**src/rtl/cla_arb_pkg.sv**
```systemverilog
// Shared constants and types for the two-requester arbitrated sequential adder.
//   SLICE_W : bits added per sequencer step (one lookahead slice)
//   NUM_REQ : number of requesters behind the round-robin arbiter
//   state_t : sequencer states
package cla_arb_pkg;

  localparam int SLICE_W = 3;
  localparam int NUM_REQ = 2;

  typedef enum logic [1:0] {
    IDLE,
    ADD,
    RESP
  } state_t;

endpackage

```
**src/rtl/cla_arb_seq_if.sv**
```systemverilog
// Request/response bundle of cla_arb_seq.
//   req_valid/req_ready : per-requester handshake (bit i = requester i)
//   req_a/req_b         : packed operands, requester i at [i*WIDTH +: WIDTH]
//   req_cin             : per-requester carry-in
//   rsp_valid/rsp_ready : result handshake
//   rsp_id/rsp_sum/rsp_cout : owning requester, sum and carry-out
// master = requester/consumer side, slave = adder side.
interface cla_arb_seq_if #(
  parameter int WIDTH = 12
);
  import cla_arb_pkg::*;

  logic [NUM_REQ-1:0]       req_valid;
  logic [NUM_REQ-1:0]       req_ready;
  logic [NUM_REQ*WIDTH-1:0] req_a;
  logic [NUM_REQ*WIDTH-1:0] req_b;
  logic [NUM_REQ-1:0]       req_cin;
  logic                     rsp_valid;
  logic                     rsp_ready;
  logic                     rsp_id;
  logic [WIDTH-1:0]         rsp_sum;
  logic                     rsp_cout;

  modport master (
    output req_valid, req_a, req_b, req_cin, rsp_ready,
    input  req_ready, rsp_valid, rsp_id, rsp_sum, rsp_cout
  );

  modport slave (
    input  req_valid, req_a, req_b, req_cin, rsp_ready,
    output req_ready, rsp_valid, rsp_id, rsp_sum, rsp_cout
  );

endinterface

```
**src/rtl/cla_slice3.sv**
```systemverilog
// Purely combinational 3-bit carry-lookahead slice.
//   a, b : 3-bit operands
//   cin  : carry into bit 0
//   s    : 3-bit sum
//   cout : carry out of bit 2 (c3)
module cla_slice3 (
  input  logic [2:0] a,
  input  logic [2:0] b,
  input  logic       cin,
  output logic [2:0] s,
  output logic       cout
);

  logic [2:0] g;
  logic [2:0] p;
  logic       c1;
  logic       c2;
  logic       c3;

  assign g = a & b;
  assign p = a ^ b;

  // Every carry is expanded directly from cin; no ripple between bits.
  assign c1 = g[0] | (p[0] & cin);
  assign c2 = g[1] | (p[1] & g[0]) | (p[1] & p[0] & cin);
  assign c3 = g[2] | (p[2] & g[1]) | (p[2] & p[1] & g[0]) | (p[2] & p[1] & p[0] & cin);

  assign s    = p ^ {c2, c1, cin};
  assign cout = c3;

endmodule

```
**src/rtl/cla_arb_seq.sv**
```systemverilog
// Round-robin arbitrated adder: accepts one operation from either of two
// requesters, adds it 3 bits per cycle through a single lookahead slice,
// and presents the registered result until the consumer takes it.
//   clk : clock, rising edge
//   rst : asynchronous active-high reset
//   bus : cla_arb_seq_if slave modport (request and response handshakes)
module cla_arb_seq #(
  parameter int WIDTH = 12
) (
  input  logic         clk,
  input  logic         rst,
  cla_arb_seq_if.slave bus
);
  import cla_arb_pkg::*;

  localparam int NSLICE = WIDTH / SLICE_W;
  localparam int KW     = (NSLICE > 1) ? $clog2(NSLICE) : 1;

  state_t             state;
  logic [KW-1:0]      k;
  logic               carry;
  logic [WIDTH-1:0]   a_r;
  logic [WIDTH-1:0]   b_r;
  logic [WIDTH-1:0]   res_r;
  logic [WIDTH-1:0]   res_nxt;
  logic               id_r;
  logic               last;
  logic [WIDTH-1:0]   sum_q;
  logic               cout_q;
  logic               rid_q;

  logic [NUM_REQ-1:0] grant;
  logic               gid;
  logic               accept;
  logic [SLICE_W-1:0] sl_a;
  logic [SLICE_W-1:0] sl_b;
  logic [SLICE_W-1:0] sl_s;
  logic               sl_c;

  // Contention goes to the requester not served last; otherwise to the
  // single valid one.
  always_comb begin
    grant = '0;
    if (&bus.req_valid) gid = ~last;
    else                gid = bus.req_valid[1];
    if (|bus.req_valid) grant[gid] = 1'b1;
  end

  assign bus.req_ready = (state == IDLE && !rst) ? grant : '0;
  assign accept        = |(bus.req_valid & bus.req_ready);

  assign sl_a = a_r[SLICE_W*k +: SLICE_W];
  assign sl_b = b_r[SLICE_W*k +: SLICE_W];

  cla_slice3 u_slice (
    .a    (sl_a),
    .b    (sl_b),
    .cin  (carry),
    .s    (sl_s),
    .cout (sl_c)
  );

  // Result with the current slice merged in; lets the final ADD cycle load
  // the output register without an extra cycle.
  always_comb begin
    res_nxt = res_r;
    res_nxt[SLICE_W*k +: SLICE_W] = sl_s;
  end

  always_ff @(posedge clk or posedge rst) begin
    if (rst) begin
      state  <= IDLE;
      k      <= '0;
      carry  <= 1'b0;
      a_r    <= '0;
      b_r    <= '0;
      res_r  <= '0;
      id_r   <= 1'b0;
      last   <= 1'b1;
      sum_q  <= '0;
      cout_q <= 1'b0;
      rid_q  <= 1'b0;
    end else begin
      case (state)
        IDLE: begin
          if (accept) begin
            a_r   <= bus.req_a[gid*WIDTH +: WIDTH];
            b_r   <= bus.req_b[gid*WIDTH +: WIDTH];
            id_r  <= gid;
            carry <= bus.req_cin[gid];
            k     <= '0;
            state <= ADD;
          end
        end
        ADD: begin
          res_r <= res_nxt;
          carry <= sl_c;
          k     <= k + KW'(1);
          if (k == KW'(NSLICE - 1)) begin
            k      <= '0;
            sum_q  <= res_nxt;
            cout_q <= sl_c;
            rid_q  <= id_r;
            state  <= RESP;
          end
        end
        RESP: begin
          if (bus.rsp_ready) begin
            last  <= rid_q;
            state <= IDLE;
          end
        end
        default: state <= IDLE;
      endcase
    end
  end

  assign bus.rsp_valid = (state == RESP);
  assign bus.rsp_sum   = sum_q;
  assign bus.rsp_cout  = cout_q;
  assign bus.rsp_id    = rid_q;

endmodule

```
**src/flat_wrapper.sv**
```systemverilog
// flat-port wrapper written by rule: the top's interface ports become plain ports
module cla_arb_seq_flat import cla_arb_pkg::*;
#(
  parameter int WIDTH = 12
)
  (clk, rst, bus_req_valid, bus_req_a, bus_req_b, bus_req_cin, bus_rsp_ready, bus_req_ready, bus_rsp_valid, bus_rsp_id, bus_rsp_sum, bus_rsp_cout);
  cla_arb_seq_if #(.WIDTH(WIDTH)) bus_i ();
  input  logic clk;
  input  logic rst;
  input wire logic [$bits(bus_i.req_valid)-1:0] bus_req_valid;
  input wire logic [$bits(bus_i.req_a)-1:0] bus_req_a;
  input wire logic [$bits(bus_i.req_b)-1:0] bus_req_b;
  input wire logic [$bits(bus_i.req_cin)-1:0] bus_req_cin;
  input wire logic [$bits(bus_i.rsp_ready)-1:0] bus_rsp_ready;
  output wire logic [$bits(bus_i.req_ready)-1:0] bus_req_ready;
  output wire logic [$bits(bus_i.rsp_valid)-1:0] bus_rsp_valid;
  output wire logic [$bits(bus_i.rsp_id)-1:0] bus_rsp_id;
  output wire logic [$bits(bus_i.rsp_sum)-1:0] bus_rsp_sum;
  output wire logic [$bits(bus_i.rsp_cout)-1:0] bus_rsp_cout;
  assign bus_i.req_valid = bus_req_valid;
  assign bus_i.req_a = bus_req_a;
  assign bus_i.req_b = bus_req_b;
  assign bus_i.req_cin = bus_req_cin;
  assign bus_i.rsp_ready = bus_rsp_ready;
  assign bus_req_ready = bus_i.req_ready;
  assign bus_rsp_valid = bus_i.rsp_valid;
  assign bus_rsp_id = bus_i.rsp_id;
  assign bus_rsp_sum = bus_i.rsp_sum;
  assign bus_rsp_cout = bus_i.rsp_cout;
  cla_arb_seq #(.WIDTH(WIDTH)) u_core (.clk(clk), .rst(rst), .bus(bus_i));
endmodule
```
**config.mk**
```make
export PLATFORM = sky130hd
export DESIGN_NAME = cla_arb_seq_flat
export DESIGN_NICKNAME = d
export VERILOG_FILES = /design/src/rtl/cla_arb_pkg.sv /design/src/rtl/cla_arb_seq_if.sv /design/src/rtl/cla_slice3.sv /design/src/rtl/cla_arb_seq.sv /design/src/flat_wrapper.sv
export SDC_FILE = /design/constraint.sdc
export NUM_CORES = 1
export LEC_CHECK = 0
export CAP_MARGIN = 20
export CORE_ASPECT_RATIO = 1.1
export CORE_MARGIN = 2
export CORE_UTILIZATION = 49
export CTS_BUF_LIST = sky130_fd_sc_hd__clkbuf_8
export CTS_CLUSTER_SIZE = 16
export DETAILED_ROUTE_END_ITERATION = 8
export GPL_ROUTABILITY_DRIVEN = 1
export PLACE_DENSITY = 0.78
export SLEW_MARGIN = 10
export SYNTH_ARGS = -nofsm -noshare
export SYNTH_HDL_FRONTEND = slang
export SYNTH_SLANG_ARGS = --single-unit
```
**constraint.sdc**
```tcl
create_clock -name clk -period 2.9 [get_ports clk]
set_input_delay 0.58 -clock clk [delete_from_list [all_inputs] [get_ports clk]]
set_output_delay 0.58 -clock clk [all_outputs]
set_load 0.005 [all_outputs]
```
* After elaboration in Yosys (flattened, before gate mapping) *
Index checks and enable logic that the tools add are counted.

storage, ports and cells
  register bits = 57
  word-level logic and storage cells = 79
  bits of input ports = 55
  bits in read-only memories = 0
  memory bits (writable) = 0
  latch bits = 0
  memories kept = 0

operators by class
  multipliers = 2
  order comparisons = 2
  div/mod/pow operators = 0
  bitwise operators = 20
  multiplexer cells = 17
  add/sub/neg operators = 2
  shift operators = 6
  eq/ne operators = 6
  reduce and logical (&&, ||, !) cells = 13

operator list
  operator                 count
  $shiftx 24x6->12         2
  $neg 4->34               1
  $shift 3x34->12 const A  1
  $shiftx 3x34->12         1
  $shiftx 12x5->3          2
  $mux 2                   7
  $bwmux 12                1
  $reduce_and 2->1         5
  $and 1x1->1              9
  $or 1x1->1               6
  $pmux 2 s3               1
  $xor 3x3->3              2
  $mux 1                   5
  $eq 2x2->1 const B       2
  $mul 2x2->4 const A      1
  $ne 2x1->1 const B       2
  $pmux 2 s2               1
  $reduce_or 2->1          2
  $and 3x3->3              1
  $mul 1x2->3 const B      1
  $reduce_and 3->1         1
  $add 2x1->2 const B      1
  $and 2x2->2              1
  $eq 2x1->1 const B       1
  other kinds (10)         11

* Logic depth before layout (Yosys ltp) *
Gate-level depths: netlist (run 1).

  depth in word-level cells = 12
  gate-level depth with buffers = 7
  gate-level depth less buffers = 6

* Modules after synthesis *
From an unflattened synthesis (run 1), not the netlist that was laid out.

unflattened totals
  cell total of the unflattened synthesis = 289
  area total of the unflattened synthesis = 2995.4 µm²

by module, submodules not included
  module       cells an instance  area an instance (µm²)  instances
  cla_arb_seq  275                2880.3                  1
  cla_slice3   14                 115.1                   1

* Least setup slack after synthesis (run 1) *
Ideal clock, no wire load.

  path kind = register to register
  start = reg u_core.k[0]
  end = reg u_core.res_r[2]
  data required time = 2779 ps
  period minus slack after synthesis = 2435 ps
  library setup time = 121 ps
  setup slack = 465 ps
  arrival = 2314 ps
  buffers on the path = 1
  cell stages (with the launch flop) = 8
  cells stage by stage = dfrtp_1 > buf_4 > mux4_2 > ha_1 > a211o_1 > a21o_1 > and3_4 > a22o_1

between the ends
  longest elaborated chain between the ends = 9
  elaborated cells on any way between the ends = 17

RTL lines
  element                                     line                                                     text
  start: declaration                          cla_arb_seq.sv:20                                        logic [KW-1:0] k;
  start signal: assignment                    cla_arb_seq.sv:98                                        k <= k + KW'(1);
  $mul 2x2->4 (*)                             cla_arb_seq.sv:52, cla_arb_seq.sv:53, cla_arb_seq.sv:67
  $shiftx 12x5->3 (on tied branches)          cla_arb_seq.sv:52, cla_arb_seq.sv:53
  $xor 3x3->3 or $and 3x3->3 (tied branches)  cla_slice3.sv:21, cla_slice3.sv:20
  $and 1x1->1                                 cla_slice3.sv:25                                         assign c2 = g[1] | (p[1] & g[0]) | (p[1] & p[0] & cin);
  $or 1x1->1 or $and 1x1->1 (tied branches)   cla_slice3.sv:25
  $or 1x1->1                                  cla_slice3.sv:25
  $xor 3x3->3                                 cla_slice3.sv:28                                         assign s = p ^ {c2, c1, cin};
  $shiftx 3x34->12                            cla_arb_seq.sv:67                                        res_nxt[SLICE_W*k +: SLICE_W] = sl_s;
  $bwmux 12 (*)                               cla_arb_seq.sv:67
  end signal: assignment                      cla_arb_seq.sv:96                                        res_r <= res_nxt;
  end: declaration                            cla_arb_seq.sv:24                                        logic [WIDTH-1:0] res_r;

Mark *: on every way between the ends. The rest lies on a longest branch, timed or not.
A chain may end at the register's enable or synchronous reset.

* Worst setup path after layout (run 1) *
  start = in rst
  end = out bus_req_ready[0]

between the ends
  longest elaborated chain between the ends = 3

RTL lines
  element             line                text
  start: declaration  flat_wrapper.sv:9   input logic rst;
  $logic_not 1->1     cla_arb_seq.sv:49   assign bus.req_ready = (state == IDLE && !rst) ? grant : '0;
  $logic_and 1x1->1   cla_arb_seq.sv:49
  $mux 2              cla_arb_seq.sv:49
  end: declaration    flat_wrapper.sv:15  output wire logic [$bits(bus_i.req_ready)-1:0] bus_req_ready;

No other way between the ends.

==> results.ini, run 1 <==
[outcome]
status=finished clean

[sta]
finalHoldViolCount=0
slew_headroom_pct=59.7
slew_violations=0
rsz0062_at_grt=false
setup-tns-final_ns=0
setup_viol=0
worst_pin_slew_ns=0.604
finClkSkew_ns=0.0104
max_freq_ghz=0.369
timing.final.crit_share_pct=93.5
period_minus_slack_ns=2.71

[cts]
cts_tree=built
h-tree-depth=3
clk_latency_ns=0.33
post_cts_buffers=0
ctsResizeCount=0
cts_buffers=9
root_buffer=clkbuf_8
cts_sinks=57
clk_pin_slew_worst_paths_ns=0.06
holdBufCountCts=0
clock_path_buffers=2

[global_route]
grt_pass1_vias=2436
grt_use_total_pct=21.3
grt_start_max_net_pins=53
grt_pass1_wl_mm=11.0
grt_overflow_total=0
antenna_found_initial=0

[setup_path]
crit_path_start_kind=input port
reg2reg_depth=6
crit_end=bus_req_ready[0]
crit_fanout=3
r2r-start=u_core.k[0]$_DFFE_PP0P_
worstPathArrival_ns=2.13
r2r_slack_ns=0.38
startpoint=rst
crit_type=input port to output pin
critPathRequiredTime_ns=2.32
crit_path_end_kind=output pin
reg2reg_to=u_core.res_r[2]$_DFFE_PP0P_

[finish]
layout.nets=402
layout-drive-gt1-share_pct=12.0
antenna_cells=0
final_cell_mix=clkdlybuf4s50_1 (71), dfrtp_1 (56), nand2_1 (39)
final_common_cell=clkdlybuf4s50_1
fin_util_pct=67.9
synthToLayoutAreaGrowth_pct=34.0

[drt]
vias=2246
wirelength_mm=6.09
drt_iter0_markers=106
via_per_inst=5.36
drc_errors=0
avgRoutedWirePerCell_um=14.5
antenna_left=0
firstDrtPassIters=4

[synthesis]
synth-xor-area-share_pct=0.302
synth_compound_area_share_pct=15.4
synth-simple-area-share_pct=12.8
yosysSeqAreaShare_pct=49.2
postSynthAreaPerCell_um2=11.0
synth_adder_area_share_pct=4.57
syn_inst=265
ys_types=39
synth-seq-cells=57
synth_area_mm2=0.00290
synth_top_family_by_area=compound AO/OA/AOI/OAI gates
synthMuxAreaShare_pct=13.7
yosysWarnings=0
synth_nets=330

[pwr]
p_sw_share_pct=38.5
p_clk_share_pct=17.5
p_sw_mw=1.58
power.density_mw_per_mm2=1060
pwr-share-comb_pct=48.6
vdd_drop_max_mv=0.568
p_leak_nw=1.74
p_seq_share_pct=33.9
power.internal_mw=2.53

[place]
portBuffers=71
dpl.hpwl_mm=4.57
routabilityCongestion=0.778

[floorplan]
initial_core_util_pct=50.7
io_pins=72
dieArea_mm2=0.00656
coreArea_mm2=0.00573
dieWidth_um=77.4
die_h_um=84.7
rows=29

[flow_run]
cap_violations=0

[min_path]
holdCritPathClass=register to register

-- through the flow --
stage | hold WS, ns | setup WS [ns] | area (um2) | power [mW] | std cells
after floorplan | 0.439 | 0.465 | 2900 | 2.69 | 265
after global placement | 0.453 | 0.179 | 3700 | 3.33 | 403
after detailed placement | 0.465 | 0.165 | 3700 | 3.41 | 403
after CTS | 0.479 | 0.164 | 3890 | 4.14 | 419
after global routing | 0.503 | 0.151 | 3890 | 4.44 | 419
final | 0.474 | 0.189 | 3890 | 4.11 | 419
-- flip-flops by register name (all words and copies together) (netlist names) --
register / cells
u_core.a_r: 12
u_core.b_r: 12
u_core.bus.rsp_sum: 12
u_core.res_r: 12
u_core.k: 2
u_core.state: 2
u_core.bus.rsp_cout: 1
u_core.bus.rsp_id: 1
u_core.carry: 1
u_core.id_r: 1
u_core.last: 1
-- power groups by stage --
stage	registers, mW	clock network (mW)	logic [mW]
after floorplan	1.33	0	1.37
after global placement	1.39	0	1.94
after detailed placement	1.41	0	2.00
after CTS	1.40	0.735	2.01
after global routing	1.44	0.773	2.22
final	1.39	0.721	2.00
-- cells in the mapped netlist --
cell type   n  area share (%)
dfrtp_1    56              48
nand2_1    39             5.0
mux2i_1    24             8.3
o21ai_0    22             3.8
nor2_1     21             2.7
ha_1        9             3.9
a221oi_1    8             2.4
inv_1       8             1.0
a22o_1      7             2.1
a21oi_1     6             1.0
clkbuf_1    6            0.78
mux4_2      6             4.7
o21ai_1     6             1.0
a32o_1      4             1.4
a32oi_1     3            0.90
and2_1      3            0.65
buf_2       3            0.52
buf_4       3            0.78
nand3_1     3            0.52
nor3_2      3             1.0
a21o_1      2            0.52
buf_6       2            0.78
mux2_2      2            0.78
nand2b_1    2            0.43
o21a_1      2            0.52
o31ai_1     2            0.52
a211o_1     1            0.30
a21boi_1    1            0.26
a22o_2      1            0.34
and3_4      1            0.39
clkbuf_2    1            0.17
dfstp_2     1            0.90
fa_1        1            0.69
nor2b_2     1            0.30
nor4_4      1            0.73
nor4b_4     1            0.82
o211ai_1    1            0.26
or2_1       1            0.22
xor2_1      1            0.30
-- how the worst min path moves through the flow --
stage | startpoint | end | slack (ns) | depth (start not counted)
floorplan | u_core.id_r$_DFFE_PP0P_ | u_core.bus.rsp_id$_DFFE_PP0P_ | 0.44 | 2
global placement | u_core.id_r$_DFFE_PP0P_ | u_core.bus.rsp_id$_DFFE_PP0P_ | 0.45 | 2
detailed placement | u_core.a_r[7]$_DFFE_PP0P_ | u_core.a_r[7]$_DFFE_PP0P_ | 0.47 | 2
CTS | u_core.b_r[3]$_DFFE_PP0P_ | u_core.b_r[3]$_DFFE_PP0P_ | 0.48 | 2
global route | u_core.id_r$_DFFE_PP0P_ | u_core.bus.rsp_id$_DFFE_PP0P_ | 0.50 | 2
finish | u_core.b_r[3]$_DFFE_PP0P_ | u_core.b_r[3]$_DFFE_PP0P_ | 0.47 | 2
-- worst max-delay path, cell delays in order --
cell and delay, ns:
clkdlybuf4s50_1 0.45, nor3_2 0.25, o21ai_4 0.10, nor2_1 0.22, clkdlybuf4s50_1 0.54
-- cell type report --
class	instances	area (um2)
Clock buffer	10	138
Timing Repair Buffer	76	761
Inverter	8	30.0
Tap cell	77	96.3
Sequential cell	57	1430
Multi-Input combinational cell	185	1380
Fill cell	492	1840
Clock inverter	6	57.6
-- logic make-up after synthesis --
group                      Yosys count
xor gates and xnor gates             1
and+or+nand+nor                     76
buffers and inverters               23
DFF                                 57
adders and majority gates           10
muxes                               32
AOI/OAI and AO/OA                   66
-- metal layers --
layer	global-route usage, %	up-vias	routed length, um
li1	-	1093	-
met1	24.9	1081	2600
met2	38.1	66	3180
met3	5.48	6	259
met4	6.82	0	55
met5	0	-	0
No activity file was read; power rests on OpenSTA's default activity.
==> inputs of run 2 (changes only) <==
CAP_MARGIN = default   (was 20)
==> results of run 2 <==
Same layout as run 1: the final DEF is identical, and so are final timing and power.
==> inputs of run 3 (changes only) <==
GPL_TIMING_DRIVEN = 1   (was default)
==> results of run 3 <==
Same layout as run 1: the final DEF is identical, and so are final timing and power.
